### config.mk
export PLATFORM = sky130hd
export DESIGN_NAME = q88_add_arbiter
export DESIGN_NICKNAME = d
export VERILOG_FILES = /design/src/rtl/npu_fixed_pkg.sv /design/src/rtl/fixed_add_16.sv /design/src/rtl/q88_add_arbiter.sv
export SDC_FILE = /design/constraint.sdc
export NUM_CORES = 1
export LEC_CHECK = 0
export BUFFER_PORTS_ARGS = -buffer_cell sky130_fd_sc_hd__buf_2
export CELL_PAD_IN_SITES_DETAIL_PLACEMENT = 2
export CELL_PAD_IN_SITES_GLOBAL_PLACEMENT = 2
export CORE_UTILIZATION = 25
export CTS_CLUSTER_SIZE = 25
export DETAILED_ROUTE_END_ITERATION = 8
export PLACE_DENSITY = 0.82
export SETUP_SLACK_MARGIN = 0.3
export SLEW_MARGIN = 20
export SYNTH_ARGS = -nofsm -noshare
export SYNTH_HDL_FRONTEND = slang
export SYNTH_SLANG_ARGS = --single-unit
### constraint.sdc
create_clock -name clk -period 8.95 [get_ports clk]
set_input_delay 0.4475 -clock clk [delete_from_list [all_inputs] [get_ports clk]]
set_output_delay 0.4475 -clock clk [all_outputs]
set_load 0.005 [all_outputs]
### src/rtl/npu_fixed_pkg.sv
// npu_fixed_pkg: shared Q8.8 fixed-point type and saturation bounds
package npu_fixed_pkg;
    typedef logic signed [15:0] q88_t;
    localparam q88_t Q88_MAX = 16'sh7FFF;
    localparam q88_t Q88_MIN = 16'sh8000;
endpackage

### src/rtl/fixed_add_16.sv
// fixed_add_16: combinational Q8.8 saturating adder
module fixed_add_16
    import npu_fixed_pkg::*;
(
    input  q88_t a,
    input  q88_t b,
    output q88_t sum
);
    logic signed [16:0] s;
    assign s = 17'(a) + 17'(b);
    assign sum = (s > 17'(Q88_MAX)) ? Q88_MAX : (s < 17'(Q88_MIN)) ? Q88_MIN : s[15:0];
endmodule

### src/rtl/q88_add_arbiter.sv
// q88_add_arbiter: round-robin shared Q8.8 saturating adder with one registered result slot
module q88_add_arbiter
    import npu_fixed_pkg::*;
#(
    parameter  int NUM_REQ = 4,
    localparam int ID_W    = $clog2(NUM_REQ),
    parameter  int CNT_W   = 16
) (
    input  logic                    clk,
    input  logic                    rst_n,
    input  logic [NUM_REQ-1:0]      req_valid,
    input  logic [NUM_REQ*16-1:0]   req_a,
    input  logic [NUM_REQ*16-1:0]   req_b,
    output logic [NUM_REQ-1:0]      req_ready,
    output logic                    rsp_valid,
    input  logic                    rsp_ready,
    output logic [15:0]             rsp_sum,
    output logic [ID_W-1:0]         rsp_id,
    output logic                    rsp_sat,
    output logic [CNT_W-1:0]        sat_count,
    input  logic                    sat_clr
);
    logic [ID_W-1:0]    ptr;
    logic [ID_W-1:0]    gid;
    logic [NUM_REQ-1:0] rot;
    logic               found;
    logic               can_issue;
    logic               fire;
    logic               sat;
    int                 t;
    q88_t               a_sel;
    q88_t               b_sel;
    q88_t               sum;
    logic signed [16:0] wide;
    assign can_issue = !rsp_valid || rsp_ready;
    assign rot = NUM_REQ'({req_valid, req_valid} >> ptr);
    // descending scan so the lowest rotated offset from ptr wins
    always_comb begin
        found = 1'b0;
        t = 0;
        for (int k = NUM_REQ - 1; k >= 0; k--) begin
            if (rot[k]) begin
                found = 1'b1;
                t = int'(ptr) + k;
            end
        end
        gid = ID_W'(t >= NUM_REQ ? t - NUM_REQ : t);
    end
    assign req_ready = (found && can_issue) ? NUM_REQ'(1) << gid : '0;
    assign fire = |req_ready;
    assign a_sel = req_a[16*gid +: 16];
    assign b_sel = req_b[16*gid +: 16];
    fixed_add_16 u_add (
        .a   (a_sel),
        .b   (b_sel),
        .sum (sum)
    );
    assign wide = 17'(a_sel) + 17'(b_sel);
    assign sat = (wide > 17'(Q88_MAX)) || (wide < 17'(Q88_MIN));
    always_ff @(posedge clk or negedge rst_n) begin
        if (!rst_n) begin
            rsp_valid <= 1'b0;
            rsp_sum   <= '0;
            rsp_id    <= '0;
            rsp_sat   <= 1'b0;
            sat_count <= '0;
            ptr       <= '0;
        end else begin
            if (fire) begin
                rsp_valid <= 1'b1;
                rsp_sum   <= sum;
                rsp_id    <= gid;
                rsp_sat   <= sat;
                ptr       <= (gid == ID_W'(NUM_REQ - 1)) ? '0 : gid + 1'b1;
            end else if (rsp_ready) begin
                rsp_valid <= 1'b0;
            end
            if (sat_clr)
                sat_count <= '0;
            else if (fire && sat && !(&sat_count))
                sat_count <= sat_count + 1'b1;
        end
    end
endmodule

== Word level (Yosys, flattened, before mapping) ==
Index checks and enable logic that the tools add are counted.
W data, S select, Z words.
Word-level totals
  register bits: 38
  bits in latches: 0
  bits in writable memories: 0
  memory bits (read-only): 0
  input bits: 136
  output and inout port bits: 40
  logic and storage cells: 49
  memories: 0
Cells by class
  add/sub/neg operators: 7
  multipliers: 0
  div/mod/pow operators: 0
  magnitude comparators: 3
  equality and inequality tests: 1
  shift operators: 4
  multiplexer cells: 17
  bitwise operators: 0
  reduce and logical (&&, ||, !) cells: 11
Operators by type and width (number)
  $shiftx A64 B7 Y16: 2
  $mux W32: 3
  $mux W16: 4
  $ge A32 B4 Y1 const B: 1
  $add A16 B16 Y17: 1
  $gt A17 B16 Y1 const B: 1
  $lt A17 B16 Y1 const B: 1
  $add A16 B1 Y16 const B: 1
  $reduce_and A16 Y1: 1
  $shr A8 B2 Y4: 1
  $add A2 B2 Y3 const B: 2
  $mux W1: 6
  $mux W2: 2
  $mux W4: 1
  $reduce_bool A2 Y1: 2
  $reduce_or A4 Y1: 1
  $shl A1 B2 Y4 const A: 1
  $add A2 B1 Y3 const B: 1
  $logic_and A1 B1 Y1: 3
  $mux W3: 1
  $add A2 B1 Y2 const B: 1
  $eq A2 B2 Y1 const B: 1
  $logic_not A1 Y1: 2
  $logic_or A1 B1 Y1: 2
  $sub A2 B1 Y2 const B: 1

== Longest topological paths before layout ==
  word-level depth: 15
  gate-level depth with buffers: 21
  mapped depth without buffers: 18

== Cells and area by module ==
A second synthesis with hierarchy kept.
Second synthesis, totals
  cells, all modules: 623
  area, all modules: 4449.3 µm²
By module, submodules not included
  q88_add_arbiter: instances 1, cells each 478, area an instance 3390.8 µm², sequential area each 950.9 µm²
  fixed_add_16: instances 1, cells each 145, area an instance 1058.5 µm², sequential area each 0.0 µm²

== Worst setup path after synthesis ==
Ideal clock, no wire load.
  path type: input to register
  from: in req_valid[0]
  to: reg sat_count[15]
  setup time: 0.125 ns
  arrival time: 3.944 ns
  required time: 8.825 ns
  path slack: 4.881 ns
  stages on the path: 18
  buffers on the path: 3
  path through: nor3b_1 -> a211oi_1 -> clkbuf_1 -> clkbuf_1 -> nand2_1 -> a31oi_1 -> ha_1 -> inv_1 -> fa_1 -> nor2b_1 -> o31ai_1 -> nand4b_1 -> nand2_1 -> a31o_1 -> xor2_1 -> buf_6 -> nor4_1 -> mux2_2
Between the ends
  longest elaborated chain between the ends: 14
  elaborated cells on any way between the ends: 25
  those cells by class: add/sub: 2; order compare: 3; shift: 4; mux: 10; reduce/logical: 6
Ends and longest elaborated chain
  from (decl): line q88_add_arbiter.sv:11  | input logic [NUM_REQ-1:0] req_valid,
  $shr A8 B2 Y4 *: line q88_add_arbiter.sv:36  | assign rot = NUM_REQ'({req_valid, req_valid} >> ptr);
  $mux W3: line q88_add_arbiter.sv:42  | if (rot[k]) begin
  $mux W32 (2 in series): line q88_add_arbiter.sv:42
  $mux W32 *: line q88_add_arbiter.sv:42
  $ge A32 B4 Y1 or $sub A2 B1 Y2 (tied branches): line q88_add_arbiter.sv:47  | gid = ID_W'(t >= NUM_REQ ? t - NUM_REQ : t);
  $mux W2 *: line q88_add_arbiter.sv:47
  net gid[0]: line q88_add_arbiter.sv:24  | logic [ID_W-1:0] gid;
  $shiftx A64 B7 Y16 (on tied branches): line q88_add_arbiter.sv:51, q88_add_arbiter.sv:52
  $add A16 B16 Y17: line q88_add_arbiter.sv:58  | assign wide = 17'(a_sel) + 17'(b_sel);
  $gt A17 B16 Y1 or $lt A17 B16 Y1 (tied branches): line q88_add_arbiter.sv:59  | assign sat = (wide > 17'(Q88_MAX)) || (wide < 17'(Q88_MIN));
  $logic_or A1 B1 Y1: line q88_add_arbiter.sv:59
  $logic_and A1 B1 Y1 * (2 in series): line q88_add_arbiter.sv:80  | else if (fire && sat && !(&sat_count))
  $reduce_bool A2 Y1 (no line) *
  to (signal assigned): line q88_add_arbiter.sv:81  | sat_count <= sat_count + 1'b1;
  to (decl): line q88_add_arbiter.sv:20  | output logic [CNT_W-1:0] sat_count,
The timed path passes the listed nets; every way through them passes the cells marked *.
A chain may end at the register's enable or synchronous reset.

== Final worst setup path ==
  from: reg ptr[1]
  to: reg sat_count[15]
Between the ends
  longest elaborated chain between the ends: 14
  elaborated cells on any way between the ends: 28
  those cells by class: add/sub: 5; order compare: 3; shift: 4; mux: 10; reduce/logical: 6
Ends and longest elaborated chain
  from (decl): line q88_add_arbiter.sv:23  | logic [ID_W-1:0] ptr;
  from (signal assigned): line q88_add_arbiter.sv:74  | ptr <= (gid == ID_W'(NUM_REQ - 1)) ? '0 : gid + 1'b1;
  $add A2 B2 Y3 or $shr A8 B2 Y4 (tied branches): line q88_add_arbiter.sv:44, q88_add_arbiter.sv:36
  $mux W3: line q88_add_arbiter.sv:42
  $mux W32 (3 in series): line q88_add_arbiter.sv:42
  $ge A32 B4 Y1 or $sub A2 B1 Y2 (tied branches): line q88_add_arbiter.sv:47
  $mux W2: line q88_add_arbiter.sv:47
  $shiftx A64 B7 Y16 (on tied branches): line q88_add_arbiter.sv:51, q88_add_arbiter.sv:52
  $add A16 B16 Y17: line q88_add_arbiter.sv:58
  $gt A17 B16 Y1 or $lt A17 B16 Y1 (tied branches): line q88_add_arbiter.sv:59
  $logic_or A1 B1 Y1: line q88_add_arbiter.sv:59
  $logic_and A1 B1 Y1 * (2 in series): line q88_add_arbiter.sv:80
  $reduce_bool A2 Y1 (no line) *
Every way passes the cells marked *; elsewhere a longest branch is shown, timed or not.

==> reports/qor.csv <==
stage;metric;value;unit
worst_setup_path;cp_max_fo;68;
worst_setup_path;path_class;reg -> reg;
global_route;grt_start_max_net_pins;69;
cts;cts_hold_buf;0;
floorplanning;die_area;15200;sq um
synth;synth_area_leaders;dfrtp_1, nand2_1, ha_1;
power;power_report.internal_total;916;uW
worst_setup_path;r2r_cells;19;
power;comb_power_share;77.9;%
global_route;grt_pass1_vias;4865;
cts;cts.sinks;38;
placement;portBuffers;175;
synth;netlist_area;3670;sq um
sta;rsz0062_at_grt;false;
drt;routed_wl;14600;um
synth;syn_avg_cell_area;6.97;sq um
sta;slew_headroom;34.4;%
synth;ys_seq_area_share;25.9;%
synth;synth_top_cell_area_share;25.9;%
floorplanning;boundaryPins;176;
synth;yosys.area.top_type;dfrtp_1;
floorplanning;die_w;123;um
global_route;track_usage;19.8;%
floorplanning;placementRows;43;
power;swShare;54.0;%
sta;max_slew.worst_pin.slew;977;ps
layout;area_delta_synth_final;31.6;%
drt;first_iter_violations;149;
layout;n_antenna_cell;0;
sta;period_share;61.7;%
drt;ant_nets;0;
drt;wl_per_cell;17.0;um
floorplanning;initial_core_util;26.1;%
power;power_leakage;0.00245;uW
global_route;grt_overflow;0;
synth;synth_ff_type;dfrtp_1;
global_route;antenna_found_initial;0;
worst_setup_path;arrival;5680;ps
cts;clock-root-buffer;clkbuf_16;
synth;synth_fp_nets;685;
sta;tns;0;ps
drt;drc;0;
cts;clock_latency;280;ps
worst_setup_path;cp-end-kind;flop;
power;p_sw;1080;uW
layout;final_nets;840;
cts;cts.htree.levels;2;
sta;hold_viol_final;0;
cts;cts_buffers;5;
drt;dr_wl_met2;7590;um
layout;drive_gt1_share;29.5;%
sta;slew_violations;0;
synth;synth_warnings;0;
power;clockPowerShare;8.4;%
drt;wl_met1;6260;um
sta;clock_skew;6.01;ps
cts;path_clk_slew;50;ps
flow_run;cap_violations;0;
status;outcome;finished, final reports clean;
drt;topRoutingLayerUsed;met4;
placement;gp_congestion;0.891;
worst_setup_path;critPathRequiredTime;9110;ps
synth;synth-seq-cells;38;
cts;post_cts_resized;0;
drt;num_vias;4428;
cts;cts.path.max_buffers;2;
placement;hpwl;11900;um
drt;dr.pass1.iters;4;
floorplanning;core;14100;sq um
power;power.density;412;nW/um^2
layout;fill_cells;1729;
power;peakVddDrop;0.192;mV
sta;setup_viol_count_final;0;
min_path;min_path_type;in -> async;
cts;cts_tree;yes;
synth;async_flop_share;100;%
power;seq_power_share;13.7;%
drt;viasPerCell;5.14;
synth;netlist_instances;527;
drt;wl_met3;693;um
cts;post_cts_buffers;0;
floorplanning;die_y;123;um
worst_setup_path;critical_path.startpoint_type;flop;
sta;period_needed;5520;ps
synth;synth_cell_types;50;
synth;synth_edf_count;0;
sta;max_freq;181;MHz
global_route;grt_pass1_wl;23800;um
sta;fin_hold_ws;292;ps
-- registers in the layout, summed over array words and instances (netlist names) --
| name | cells |
|---|---|
| sat_count | 16 |
| rsp_valid | 1 |
| rsp_sum | 16 |
| ptr | 2 |
| rsp_sat | 1 |
| rsp_id | 2 |
-- kinds of logic (layout without fill, tap and decap cells) --
family / Yosys count / count (layout) / synth area share, %
simple gates: 281 / 281 / 34.9
compound gates: 123 / 123 / 21.4
buf+inv: 42 / 197 / 4.77
flops: 38 / 38 / 25.9
mux: 6 / 6 / 1.81
xor+xnor: 15 / 15 / 3.58
fa+ha+maj: 22 / 22 / 7.70
-- cell usage after synthesis, types with 3 or more instances --
library cell,count
nand2_1,164
dfrtp_1,38
a31oi_1,33
and3_1,33
o21ai_0,30
a21oi_1,26
nor2_1,25
clkbuf_1,23
ha_1,21
inv_1,11
nand3_1,10
or3_1,9
and2_1,8
xnor2_1,8
nor2b_1,7
xor2_1,7
nand4_1,6
o31ai_1,6
mux2_2,5
a21o_1,4
buf_1,4
nand2b_1,4
nor4_1,4
o211ai_1,4
nor3_1,3
or4_1,3
-- worst paths after layout --
check / slack [ps] / start / end
max in group asynchronous: 8100 / rst_n / sat_count[3]
worst max register to register: 3430 / ptr[1] / sat_count[15]
worst min-delay path: 290 / rst_n / sat_count[6]
worst max-delay path: 3430 / ptr[1] / sat_count[15]
min in group clk: 470 / rsp_ready / rsp_valid
worst min register to register: 470 / rsp_sum[1] / rsp_sum[1]
-- power by group through the flow --
stage	logic [uW]	registers, uW	clock network, uW
final	1550	274	167
after floorplan	1150	274	0
after global routing	1750	283	178
after detailed placement	1570	277	0
after global placement	1490	273	0
after CTS	1580	275	171
-- area by class of cell --
class                           instances  area (sq um)  area share, %
Multi-Input combinational cell        447          2570           53.2
Sequential cell                        38           951           19.7
Timing Repair Buffer                  179           906           18.7
Tap cell                              180           225           4.66
Clock buffer                            5           125           2.59
Inverter                               11          42.5          0.880
Clock inverter                          2          10.0          0.207
-- cell usage in the layout, fill, tap and decap left out, drive strengths merged, types with 2 or more instances in the layout --
master,synthesis,routed
buf,8,179
nand2,164,164
dfrtp,38,38
and3,33,33
a31oi,33,33
o21ai,30,30
a21oi,26,26
nor2,25,25
ha,21,21
nand3,11,11
inv,11,9
or3,9,9
and2,9,9
xnor2,8,8
nor2b,7,7
xor2,7,7
o31ai,6,6
nand4,6,6
o211ai,6,6
mux2,5,5
clkbuf,23,5
a21o,5,5
nand2b,4,4
nor4,4,4
clkinv,0,4
nor3,3,3
or4,3,3
o21a,2,2
nor3b,2,2
o22ai,2,2
a211oi,2,2
o41ai,2,2
-- through the flow --
step	instances	util, %	instance area (sq um)	worst slack (ps)	power, uW
floorplan	527	-	3670	4880	1420
global placement	855	33.3	4700	3850	1760
detailed placement	855	33.3	4700	3450	1840
CTS	862	34.3	4830	3510	2020
global route	862	34.3	4830	2850	2210
finish	862	34.3	4830	3430	1990
-- critical path: stages, from the launching register on --
cell and delay (ps):
dfrtp_1 450, mux2i_1 180, a211oi_4 240, buf_4 560
clkinv_2 870, nand2_1 290, and3_1 200, a31oi_1 60
ha_1 290, inv_1 80, fa_1 200, nor2b_1 70
o31ai_1 270, nand4b_1 190, nand2_1 140, a31o_1 160
xor2_1 80, buf_4 220, nor4_1 390, mux2_2 390
-- layer usage --
| layer | vias to the layer above | GRT usage, % |
|---|---|---|
| met5 | - | 0 |
| met2 | 116 | 37.7 |
| li1 | 2154 | - |
| met4 | 0 | 3.24 |
| met3 | 7 | 2.58 |
| met1 | 2151 | 23.6 |
(Power assumes the default switching activity.)
